$ cat src/rtl/servo_ramp_ctrl.sv
// servo_ramp_ctrl
//
// Multi-channel servo PWM generator. Each channel holds a current pulse width
// that moves toward a commanded target by at most STEP ticks per PWM frame.
// The pen servo and any extra actuators therefore never see a sudden jump in
// commanded position. The timebase comes from an external one-clk-wide
// strobe (clk_en), so the frame length is PERIOD strobes rather than PERIOD
// clocks.
//
// Ports:
//   clk        in   system clock
//   reset      in   asynchronous, active-high reset
//   clk_en     in   timebase strobe, one clk wide
//   enable     in   0 forces every output low; counter and ramping keep going
//   cmd_valid  in   width command present
//   cmd_ready  out  command accepted when cmd_valid && cmd_ready
//   cmd_ch     in   target channel index
//   cmd_width  in   requested pulse width in ticks (clamped to MIN_W..MAX_W)
//   cmd_err    out  one-clk pulse after a command addressed a missing channel
//   out        out  PWM outputs, bit i = channel i
//   settled    out  bit i high when channel i has reached its target
//   frame_tick out  one-clk pulse in the cycle after each frame wrap

module servo_ramp_ctrl #(
   parameter int NUM_CH      = 2,
   parameter int CH_BITS     = 1,
   parameter int PERIOD_BITS = 8,
   parameter int PERIOD      = 200,
   parameter int MIN_W       = 10,
   parameter int MAX_W       = 20,
   parameter int STEP        = 1,
   parameter int INIT_W      = 10
) (
   input  logic                   clk,
   input  logic                   reset,
   input  logic                   clk_en,
   input  logic                   enable,
   input  logic                   cmd_valid,
   output logic                   cmd_ready,
   input  logic [CH_BITS-1:0]     cmd_ch,
   input  logic [PERIOD_BITS-1:0] cmd_width,
   output logic                   cmd_err,
   output logic [NUM_CH-1:0]      out,
   output logic [NUM_CH-1:0]      settled,
   output logic                   frame_tick
);

   localparam logic [PERIOD_BITS-1:0] LAST_CNT = PERIOD_BITS'(PERIOD - 1);
   localparam logic [PERIOD_BITS-1:0] MIN_V    = PERIOD_BITS'(MIN_W);
   localparam logic [PERIOD_BITS-1:0] MAX_V    = PERIOD_BITS'(MAX_W);
   localparam logic [PERIOD_BITS-1:0] STEP_V   = PERIOD_BITS'(STEP);
   localparam logic [PERIOD_BITS-1:0] INIT_V   = PERIOD_BITS'(INIT_W);

   logic [PERIOD_BITS-1:0] cnt;
   logic [PERIOD_BITS-1:0] cur_w [NUM_CH];
   logic [PERIOD_BITS-1:0] tgt_w [NUM_CH];
   logic [PERIOD_BITS-1:0] cur_next [NUM_CH];
   logic [PERIOD_BITS-1:0] width_clamped;
   logic                   wrap;
   logic                   accept;
   logic                   ch_in_range;

   // A frame ends on the strobe that would take the counter past PERIOD-1.
   // Widths may only change on this event so a pulse is never cut short or
   // stretched in the middle of a frame.
   assign wrap        = clk_en && (cnt == LAST_CNT);
   assign accept      = cmd_valid && cmd_ready;
   assign ch_in_range = (32'(cmd_ch) < 32'(NUM_CH));

   // Requested widths outside the servo's mechanical range are pulled onto
   // the nearest legal limit instead of being rejected.
   always_comb begin
      width_clamped = cmd_width;
      if (cmd_width < MIN_V) begin
         width_clamped = MIN_V;
      end else if (cmd_width > MAX_V) begin
         width_clamped = MAX_V;
      end
   end

   // One ramp step per channel toward the target. The difference is taken
   // in the direction of travel, so the step is limited to what remains and
   // the width can never overshoot.
   always_comb begin
      for (int i = 0; i < NUM_CH; i++) begin
         cur_next[i] = cur_w[i];
         if (cur_w[i] < tgt_w[i]) begin
            if ((tgt_w[i] - cur_w[i]) < STEP_V) begin
               cur_next[i] = tgt_w[i];
            end else begin
               cur_next[i] = cur_w[i] + STEP_V;
            end
         end else if (cur_w[i] > tgt_w[i]) begin
            if ((cur_w[i] - tgt_w[i]) < STEP_V) begin
               cur_next[i] = tgt_w[i];
            end else begin
               cur_next[i] = cur_w[i] - STEP_V;
            end
         end
      end
   end

   // Frame counter, frame strobe, and command handshake. cmd_ready comes up
   // on the first clock after reset is released and then stays high.
   always_ff @(posedge clk or posedge reset) begin
      if (reset) begin
         cnt        <= '0;
         frame_tick <= 1'b0;
         cmd_ready  <= 1'b0;
         cmd_err    <= 1'b0;
      end else begin
         cmd_ready  <= 1'b1;
         frame_tick <= wrap;
         cmd_err    <= accept && !ch_in_range;
         if (clk_en) begin
            cnt <= wrap ? '0 : cnt + 1'b1;
         end
      end
   end

   // Per-channel width state. The ramp step at a wrap reads the target as it
   // stood before this clock, so a command landing on the wrap clock only
   // steers the following frame. Outputs compare against the counter value
   // from the previous clock, which gives a clean one-clk registered delay.
   always_ff @(posedge clk or posedge reset) begin
      if (reset) begin
         out     <= '0;
         settled <= '1;
         for (int i = 0; i < NUM_CH; i++) begin
            cur_w[i] <= INIT_V;
            tgt_w[i] <= INIT_V;
         end
      end else begin
         for (int i = 0; i < NUM_CH; i++) begin
            out[i]     <= enable && (cnt < cur_w[i]);
            settled[i] <= (cur_w[i] == tgt_w[i]);
            if (wrap) begin
               cur_w[i] <= cur_next[i];
            end
            if (accept && ch_in_range && (32'(cmd_ch) == i)) begin
               tgt_w[i] <= width_clamped;
            end
         end
      end
   end

endmodule

$ cat config.mk
export PLATFORM = sky130hd
export DESIGN_NAME = servo_ramp_ctrl
export DESIGN_NICKNAME = d
export VERILOG_FILES = /design/src/rtl/servo_ramp_ctrl.sv
export SDC_FILE = /design/constraint.sdc
export NUM_CORES = 1
export LEC_CHECK = 0
export BUFFER_PORTS_ARGS = -buffer_cell sky130_fd_sc_hd__buf_4
export CAP_MARGIN = 20
export CORE_AREA = 2 2 85 119
export CTS_CLUSTER_SIZE = 28
export DETAILED_ROUTE_END_ITERATION = 8
export DIE_AREA = 0 0 87 121
export PLACE_DENSITY = 0.61
export SYNTH_ARGS = -nofsm -noshare
export SYNTH_HDL_FRONTEND = slang
export SYNTH_SLANG_ARGS = --single-unit
export TNS_END_PERCENT = 1
$ cat constraint.sdc
create_clock -name clk -period 3.45 [get_ports clk]
set_input_delay 0 -clock clk [delete_from_list [all_inputs] [get_ports clk]]
set_output_delay 0 -clock clk [all_outputs]
set_load 0.005 [all_outputs]
==> metrics, run 1 <==
status finished clean; yosys warns 0; Via Count 3,934; Mapped Area 4360 µm²; PortBufs 19; Least-Margin Pin Slew around 0.75 ns; worst rel slew slack approximately half; RSZ-0062 raised after global routing true; Setup Total Neg Slack 0 ns; share of layout cells above drive strength 1 between 10% and 20%; total buffers and inverters traversed by the critical path 1; 1st-iter DRT viols around 190; placed instance area roughly 4700 µm²; Tmin final 3.25 ns; Worst path depth 10; number of vias per cell slightly below 6; simple-gate share of the synthesized area about a fifth; R2R depth 10; setup slack, reg-to-reg just over 0.2 ns; worst setup margin ~0.20 ns; P&R area growth vs syn 13.3%; design area roughly 5000 µm²; CTS H-Tree Depth 2; Final #Nets 617; Overall Global Routing Usage a little under a quarter; final count of hold timing violations 0; CP arrival between 3 and 4 ns; gr ovfl total 0; Mapped Cells between 500 and 600; Slew Viols, Final 0; post-synth cell types 71; initial core utilization 46.3%; kind of cell adding the most delay to the critical path simple AND/OR/NAND/NOR gates; number of setup buffers added after CTS 0; I/O Pins 21; post-route ant nets 0; crit path max fanout 6; crit start category flip-flop; # rows 42; Syn Nets 580; Skew-Pair Late Insertion Delay around 0.29 ns; global-route wire length before repair between 15,000 and 20,000 µm; combinational family with the most area after synthesis compound AO/OA/AOI/OAI gates; CP max stage cell dfstp_2; Num CTS Buffers 5; post-synthesis share of cell area spent on full adders, half adders and majority gates approximately 15%; Die Y approximately 120 µm; Mapped Avg Cell Area around 8.5 µm²; Hold/Removal Path Class in -> reg; Placer Congestion about 0.94; Hold Path Depth 4; clock root buffer clkbuf_16; Core Area ~9400 µm²; Filler cells approximately 900; kind of critical path reg -> reg; top_reg_cell synth dfrtp_1; number of synthesized register bits 46; Seq/Total Area, Yosys 26.7%; Compound-Gate Fraction of Synth Area 25.9%; final core occ 52.4%; # resized after CTS 0; reg-to-reg endpoint cur_w[12]; final period utilization 94.1%; CP max stage delay between 0.5 and 0.6 ns; Final Skew around 0.0091 ns; Min-Delay Endpoint tgt_w[3]; clock buffer depth 2; PD cells between 300 and 400 nW/µm²; Place WS around 0.23 ns; TritonCTS clock tree yes; CTS clk-pin slew, worst paths roughly 0.070 ns; die area approximately 11,000 µm²; # setup viols final 0; required time of the critical path approximately 3.7 ns; most frequent CP cell nor2_1; async set-or-reset flop fraction in the synthesized netlist 100%; largest net degree at the start of global routing 25; Max Cap Viol 0; Peak Freq around 310 MHz; Die X 87 µm; drt total wl about 12,000 µm; Worst setup EP type flip-flop; antenna cells 0; routed length per instance about 18 µm; CP cell instances inv_1, fa_1, a211oi_1, nor2_1, mux2i_1, or4_1, nor2_2, nor2_1, a222oi_1, o221a_2; initial antenna violation count 0; Pleak 2.24 nW; CTS sink count 46; post-synthesis mux area share 4.40%; drt drc 0; Hold Path Origin cmd_width[6]; Synth Area in XOR/XNOR 3.22%; Max VDD drop ~0.25 mV; DP HPWL between 9000 and 10,000 µm; r2r startpoint cur_w[9]; router iterations before antenna repair 4; vias in the first global route slightly below 4,000; Post-synth EDFFs 0
-- cells in the final DEF (no fill, tap or decap), types with 6 or more instances in the layout --
| cell type | instances |
|---|---|
| o21ai_0 | 34 |
| nor2_1 | 34 |
| nand3_1 | 21 |
| xnor2_1 | 11 |
| nand2_1 | 35 |
| o211ai_1 | 6 |
| nand2b_1 | 16 |
| a31oi_1 | 8 |
| a21oi_1 | 36 |
| dfstp_2 | 10 |
| nor2b_1 | 7 |
| a211o_1 | 7 |
| a21o_1 | 16 |
| mux2_2 | 7 |
| o21a_1 | 8 |
| ha_1 | 49 |
| inv_1 | 45 |
| buf_4 | 44 |
| mux2i_1 | 9 |
| dfrtp_1 | 36 |
| nor3_1 | 15 |
-- cells in the mapped netlist (5+ instances only) --
library cell / instances / area share (%)
a211o_1: 7 / 1.4
o21ai_0: 34 / 3.9
nand2_1: 35 / 3.0
nand4_1: 5 / 0.72
a21oi_1: 36 / 4.1
a31oi_1: 8 / 1.1
nor2_1: 34 / 2.9
inv_1: 46 / 4.0
nand3_1: 21 / 2.4
o211ai_1: 6 / 1.0
a21o_1: 16 / 2.8
o21a_1: 8 / 1.4
dfrtp_1: 36 / 21
clkbuf_1: 6 / 0.52
nor2b_1: 7 / 1.0
xor2_1: 5 / 1.0
mux2i_1: 9 / 2.1
xnor2_1: 11 / 2.2
dfstp_2: 10 / 6.0
mux2_2: 7 / 1.8
nand2b_1: 16 / 2.3
ha_1: 49 / 14
buf_2: 8 / 0.92
nor3_1: 15 / 1.7
-- cells by family after synthesis --
family	count (synthesis)
other cells	2
fa+ha+maj	51
xor+xnor	16
buf+inv	63
simple gates	157
flops	46
mux	17
compound gates	163
-- metal layers --
metal / wire length, µm / GRT usage, % / up-vias
met5: 0 / 0 / -
li1: - / - / 1939
met2: 6570 / 43.8 / 71
met3: 203 / 2.52 / 27
met1: 4730 / 26.8 / 1897
met4: 434 / 11.0 / 0
-- worst register-to-register path, stage by stage, from the launching register on --
cell and delay (ns):
dfstp_2 0.58, inv_1 0.14, fa_1 0.47, a211oi_1 0.30, nor2_1 0.11, mux2i_1 0.12, or4_1 0.56, nor2_2 0.22
nor2_1 0.12, a222oi_1 0.32, o221a_2 0.23
-- where the power goes --
| part | total [mW] | switching (mW) | internal [mW] |
|---|---|---|---|
| combinational | 0.356 | 0.174 | 0.181 |
| clock | 0.559 | 0.215 | 0.343 |
| sequential | 0.685 | 0.0960 | 0.589 |
| total | 1.60 | 0.486 | 1.11 |
-- per-stage QoR --
stage / hold slack (ns) / cells / power, mW
2_1_floorplan: 0.123 / 515 / 0.937
3_3_place_gp: 0.0686 / 652 / 1.04
3_5_place_dp: 0.0788 / 652 / 1.05
4_1_cts: 0.0266 / 663 / 1.62
5_1_grt: 0.0632 / 663 / 1.70
6_report: 0.0471 / 663 / 1.60
-- worst max path at each step --
stage | endpoint | slack [ns] | from
floorplan | cur_w[12] | 0.39 | cur_w[10]
global placement | cur_w[12] | 0.27 | cur_w[9]
detailed placement | cur_w[6] | 0.23 | cur_w[1]
CTS | cur_w[12] | 0.22 | cur_w[9]
global route | cur_w[12] | -0.05 | cur_w[9]
finish | cur_w[12] | 0.20 | cur_w[9]
-- final cells by class --
cell class	instances	area (µm²)	share of cell area [%]
Multi-Input combinational cell	406	2930	59.4
Sequential cell	46	1160	23.6
Timing Repair Buffer	47	360	7.30
Inverter	46	173	3.50
Tap cell	110	138	2.79
Clock buffer	5	125	2.54
Clock inverter	3	43.8	0.888
-- flip-flops by register name, summed over array words and instances (netlist names) --
| register | count |
|---|---|
| cnt | 8 |
| cur_w | 16 |
| settled | 2 |
| tgt_w | 16 |
| out | 2 |
| cmd_ready | 1 |
| frame_tick | 1 |
-- repair_timing --
item,4_1_cts,5_1_grt
hold buffers,3,0
hold endpoints to repair,18,0
setup endpoints to repair,0,3
(Power assumes the default switching activity.)
==> run 2: changes to the inputs <==
==> constraint.sdc (replaced) <==
create_clock -name clk -period 3.55 [get_ports clk]
set_input_delay 0 -clock clk [delete_from_list [all_inputs] [get_ports clk]]
set_output_delay 0 -clock clk [all_outputs]
set_load 0.005 [all_outputs]
==> run 2 against run 1 <==
Highest routed layer unchanged. Critical path type unchanged. Die area unchanged. Sequential power fell by 3%. Wire length fell by 0.90%. Clock power increased by 13%. Hold slack worse by 0.016 ns. Global-route usage barely moved. Worst setup slack better by 0.024 ns. Design area hardly changed.
==> metrics, run 2 (synthesized netlist as in run 1, its figures left out) <==
register area between 1000 and 1500 µm²; Worst setup EP type flip-flop; Peak Freq between 300 and 400 MHz; Design Power ~1.6 mW; kind of critical path reg -> reg; required time of the critical path around 3.7 ns; Max VDD drop 0.288 mV; TritonCTS clock tree yes; worst rel slew slack 50.5%; routed length per instance 18.0 µm; number of setup buffers added after CTS 0; most frequent cells in the layout 49 x ha_1, 45 x inv_1, 37 x buf_4, 36 x a21oi_1, 36 x dfrtp_1; Setup Total Neg Slack 0 ns; Skew-Pair Late Insertion Delay 0.29 ns; crit start category flip-flop; status finished clean; final core occ 52.4%; met3 wire length between 200 and 250 µm; crit path max fanout 6; Final Skew between 0.005 and 0.006 ns; Overall Global Routing Usage about a quarter; clock buffer depth 2; PD cells 333 nW/µm²; clock root buffer clkbuf_16; P&R area growth vs syn 13.2%; final count of hold timing violations 0; Max Cap Viol 0; global-route wire length before repair a little under 20,000 µm; Pleak roughly 2.2 nW; initial core utilization between 40% and 50%; post-route ant nets 0; Least-Margin Pin Slew ~0.74 ns; die area ~11,000 µm²; final period utilization roughly 94%; share of layout cells above drive strength 1 between 10% and 20%; CTS sink count 46; drt drc 0; antenna cells 0; Via Count about 4,000; Tmin final between 3 and 4 ns; CP arrival approximately 3.5 ns; Die Y ~120 µm; I/O Pins 21; Placer Congestion 0.928; area of the multi-input gates roughly 3000 µm²; commonest non-fill, non-tap cell in the layout ha_1; Die X approximately 87 µm; RSZ-0062 raised after global routing false; initial antenna violation count 0; PortBufs 19; met2 wire len between 6000 and 7000 µm; # rows 42; 1st-iter DRT viols roughly 190; gr ovfl total 0; router iterations before antenna repair 5; vias in the first global route around 4,000; Largest regs cur_w: 16 flops, tgt_w: 16 flops, cnt: 8 flops; top sig layer met4; met1 WL around 4600 µm; Hold/Removal Path Class in -> reg; Filler cells just over 900; # setup viols final 0; Num CTS Buffers 5; CTS clk-pin slew, worst paths approximately 0.060 ns; Core Area approximately 9400 µm²; CTS H-Tree Depth 2; Final #Nets between 600 and 700; DP HPWL 9520 µm; Slew Viols, Final 0; drt total wl around 12,000 µm; largest net degree at the start of global routing 47; number of vias per cell approximately 6.0
run 2: cell type report:
class	instances	area share (%)
clock buffer	6	2.82
timing repair buffer	41	6.65
clock inverter	2	1.22
tap	110	2.79
inverter	46	3.50
multi-input combinational	406	59.4
sequential	46	23.6
run 2: layer usage:
layer / global-route usage (%) / up-vias
met2: 43.5 / 84
met1: 26.3 / 1919
met5: 0 / -
li1: - / 1931
met3: 2.18 / 34
met4: 13.3 / 0
run 2: critical path, cell delays in order, from the launching register on:
cell	delay, ns
dfstp_2	0.57
inv_1	0.14
fa_1	0.48
a211oi_1	0.30
nor2_1	0.11
mux2i_1	0.12
or4_1	0.56
nor2_2	0.23
mux2_2	0.29
a222oi_1	0.12
o221a_2	0.29
run 2: final timing paths:
check	endpoint	cells past startpoint	slack, ns	startpoint
worst max-delay path	cur_w[12]	10	0.23	cur_w[9]
worst min-delay path	tgt_w[3]	4	0.03	cmd_width[5]
max in group asynchronous	settled[0]	4	2.86	reset
worst max register to register	cur_w[12]	10	0.23	cur_w[9]
min in group asynchronous	tgt_w[4]	3	0.17	reset
worst min register to register	tgt_w[1]	2	0.52	tgt_w[1]
run 2: report_power, final:
| part | switching, mW | leakage (nW) | internal, mW |
|---|---|---|---|
| clock | 0.207 | 0.0971 | 0.423 |
| combinational | 0.170 | 1.60 | 0.177 |
| sequential | 0.0918 | 0.532 | 0.573 |
run 2: what timing repair did:
item,CTS,global route
resized for setup,0,0
hold endpoints to repair,13,0
endpoints found under the setup margin,0,0
hold buffers,3,0
run 2: stage by stage:
step | cells | setup slack, ns | area (µm²) | hold WS (ns)
finish | 657 | 0.229 | 4930 | 0.0310
global route | 657 | 0.0308 | 4930 | 0.0439
CTS | 656 | 0.221 | 4910 | 0.0176
detailed placement | 645 | 0.241 | 4680 | 0.269
global placement | 645 | 0.313 | 4680 | 0.262
floorplan | 515 | 0.487 | 4360 | 0.123
==> run 3: changes to the inputs <==
--- a/config.mk
+++ b/config.mk
@@ -8,6 +8,7 @@
 export BUFFER_PORTS_ARGS = -buffer_cell sky130_fd_sc_hd__buf_4
 export CAP_MARGIN = 20
 export CORE_AREA = 2 2 85 119
+export CTS_BUF_LIST = sky130_fd_sc_hd__clkbuf_4 sky130_fd_sc_hd__clkbuf_8
 export CTS_CLUSTER_SIZE = 28
 export DETAILED_ROUTE_END_ITERATION = 8
 export DIE_AREA = 0 0 87 121
==> run 3 against run 2 <==
Clock skew rose by 0.0013 ns. Critical path type unchanged. Via count shrank 0.25%. Cell count increased by 0.30%. Utilization decreased by 0.39 points. Global-route usage barely moved. Wire length is 0.51% higher. Worst setup slack worse by 0.013 ns. Combinational power is essentially flat. Total power down 8.4%.
==> metrics, run 3 (synthesized netlist as in run 1, its figures left out) <==
Least-Margin Pin Slew roughly 0.75 ns; Tmin final around 3.3 ns; number of vias per cell roughly 6; status finished clean; Pint roughly 1.1 mW; CTS sink count 46; Overall Global Routing Usage 23.8%; 1st-iter DRT viols around 200; largest net degree at the start of global routing 47; Setup Total Neg Slack 0 ns; TritonCTS clock tree yes; Sw Ratio 30.2%; initial antenna violation count 0; Core Area 9410 µm²; initial core utilization between 40% and 50%; CP max stage delay approximately 0.59 ns; Design Power around 1.5 mW; Max VDD drop between 0.2 and 0.25 mV; Via Count between 3,000 and 4,000; Peak Freq 300 MHz; Die X approximately 87 µm; post-route ant nets 0; kind of critical path reg -> reg; I/O Pins 21; final count of hold timing violations 0; CP max stage cell dfstp_2; combinational fraction of design power between 20% and 30%; P&R area growth vs syn 12.4%; die area around 11,000 µm²; Final Skew between 0.006 and 0.007 ns; # rows 42; router iterations before antenna repair 5; worst rel slew slack between 50% and 60%; crit start category flip-flop; Largest regs cur_w: 16 flops, tgt_w: 16 flops, cnt: 8 flops; Final #Nets 613; Placed Cells around 650; drt total wl 11,900 µm; number of setup buffers added after CTS 0; Placer Congestion 0.928; vias in the first global route a little under 4,000; Die Y roughly 120 µm; # setup viols final 0; CTS clk-pin slew, worst paths 0.09 ns; Pleak about 2.2 nW; non-filler cells, final approximately 660; Max Cap Viol 0; kind of cell adding the most delay to the critical path simple AND/OR/NAND/NOR gates; PD cells a little over 300 nW/µm²; Hold/Removal Path Class in -> reg; CP cell instances inv_1, fa_1, a211oi_1, nor2_1, mux2i_1, or4_1, nor2_2, mux2_2, a222oi_1, o221a_2; sequential power share roughly 44%; share of layout cells above drive strength 1 between 10% and 20%; DP HPWL approximately 9500 µm; CP arrival ~3.5 ns; Skew-Pair Late Insertion Delay ~0.31 ns; Slew Viols, Final 0; commonest non-fill, non-tap cell in the layout ha_1; NetSw between 0.4 and 0.5 mW; power share of the clock group between 30% and 40%; clock root buffer clkbuf_8; routed length per instance roughly 18 µm; PortBufs 19; final period utilization between 90% and 100%; crit path max fanout 6; # resized after CTS 0; Worst setup EP type flip-flop; total buffers and inverters traversed by the critical path 1; gr ovfl total 0; required time of the critical path approximately 3.8 ns; global-route wire length before repair just under 20,000 µm; Num CTS Buffers 5; most frequent cells in the layout 49 x ha_1, 45 x inv_1, 37 x buf_4, 36 x a21oi_1, 36 x dfrtp_1; clock buffer depth 2; RSZ-0062 raised after global routing false; CTS H-Tree Depth 2; drt drc 0; antenna cells 0
==> run 3: changes by cell type in the layout (fill, tap and decap cells not counted) <==
cell,previous run,this run
clkbuf_16,5,0
clkbuf_8,1,6
dlygate4sd3_1,3,5
==> run 3: repair_timing <==
action / CTS / global route
setup endpoints to repair: 0 / 0
hold buffers: 5 / 0
hold endpoints to repair: 42 / 0
==> run 3: final timing paths <==
path	startpoint	endpoint	slack [ns]	cells past startpoint
setup / recovery	cur_w[9]	cur_w[12]	0.22	10
max in group asynchronous	reset	settled[0]	2.91	4
min in group asynchronous	reset	tgt_w[4]	0.14	3
setup reg to reg	cur_w[9]	cur_w[12]	0.22	10
hold / removal	cmd_width[6]	tgt_w[11]	0.01	4
hold reg to reg	tgt_w[1]	tgt_w[1]	0.52	2
==> run 3: per-layer routing <==
layer / vias to the layer above / track usage, % / routed length [µm]
met1: 1912 / 26.5 / 4690
met2: 87 / 43.8 / 6450
met4: 0 / 12.4 / 493
met5: - / 0 / 0
li1: 1930 / - / -
met3: 29 / 2.04 / 252
==> run 3: worst reg2reg max path: cells and delay by family, from the launching register on <==
kind	cells	cell delay [ns]
flip-flops	1	0.59
AND/OR/NAND/NOR	3	0.90
AO/OA/AOI/OAI	3	0.71
buffers and inverters	1	0.14
adder cells (fa/ha/maj)	1	0.48
multiplexers	2	0.41
==> run 3: final cells by class <==
cell class | count | area [µm²]
timing repair buffer | 43 | 348
multi-input combinational | 406 | 2930
clock inverter | 2 | 60.1
inverter | 46 | 173
sequential | 46 | 1160
fill | 932 | 4510
tap | 110 | 138
clock buffer | 6 | 82.6
==> run 3: power by group through the flow <==
stage          combinational [mW]  clock, mW  sequential (mW)
2_1_floorplan               0.272          0            0.639
3_3_place_gp                0.336          0            0.673
3_5_place_dp                0.346          0            0.676
4_1_cts                     0.350      0.508            0.667
5_1_grt                     0.401      0.523            0.676
6_report                    0.349      0.491            0.665
==> run 3: through the flow <==
stage	hold slack, ns	area, µm²	utilization [%]	setup slack (ns)
final	0.0138	4890	52.0	0.216
after CTS	0.00257	4870	51.8	0.217
after global placement	0.262	4680	49.8	0.313
after global routing	0.0405	4890	52.0	0.0279
after floorplan	0.123	4360	-	0.487
after detailed placement	0.269	4680	49.8	0.241
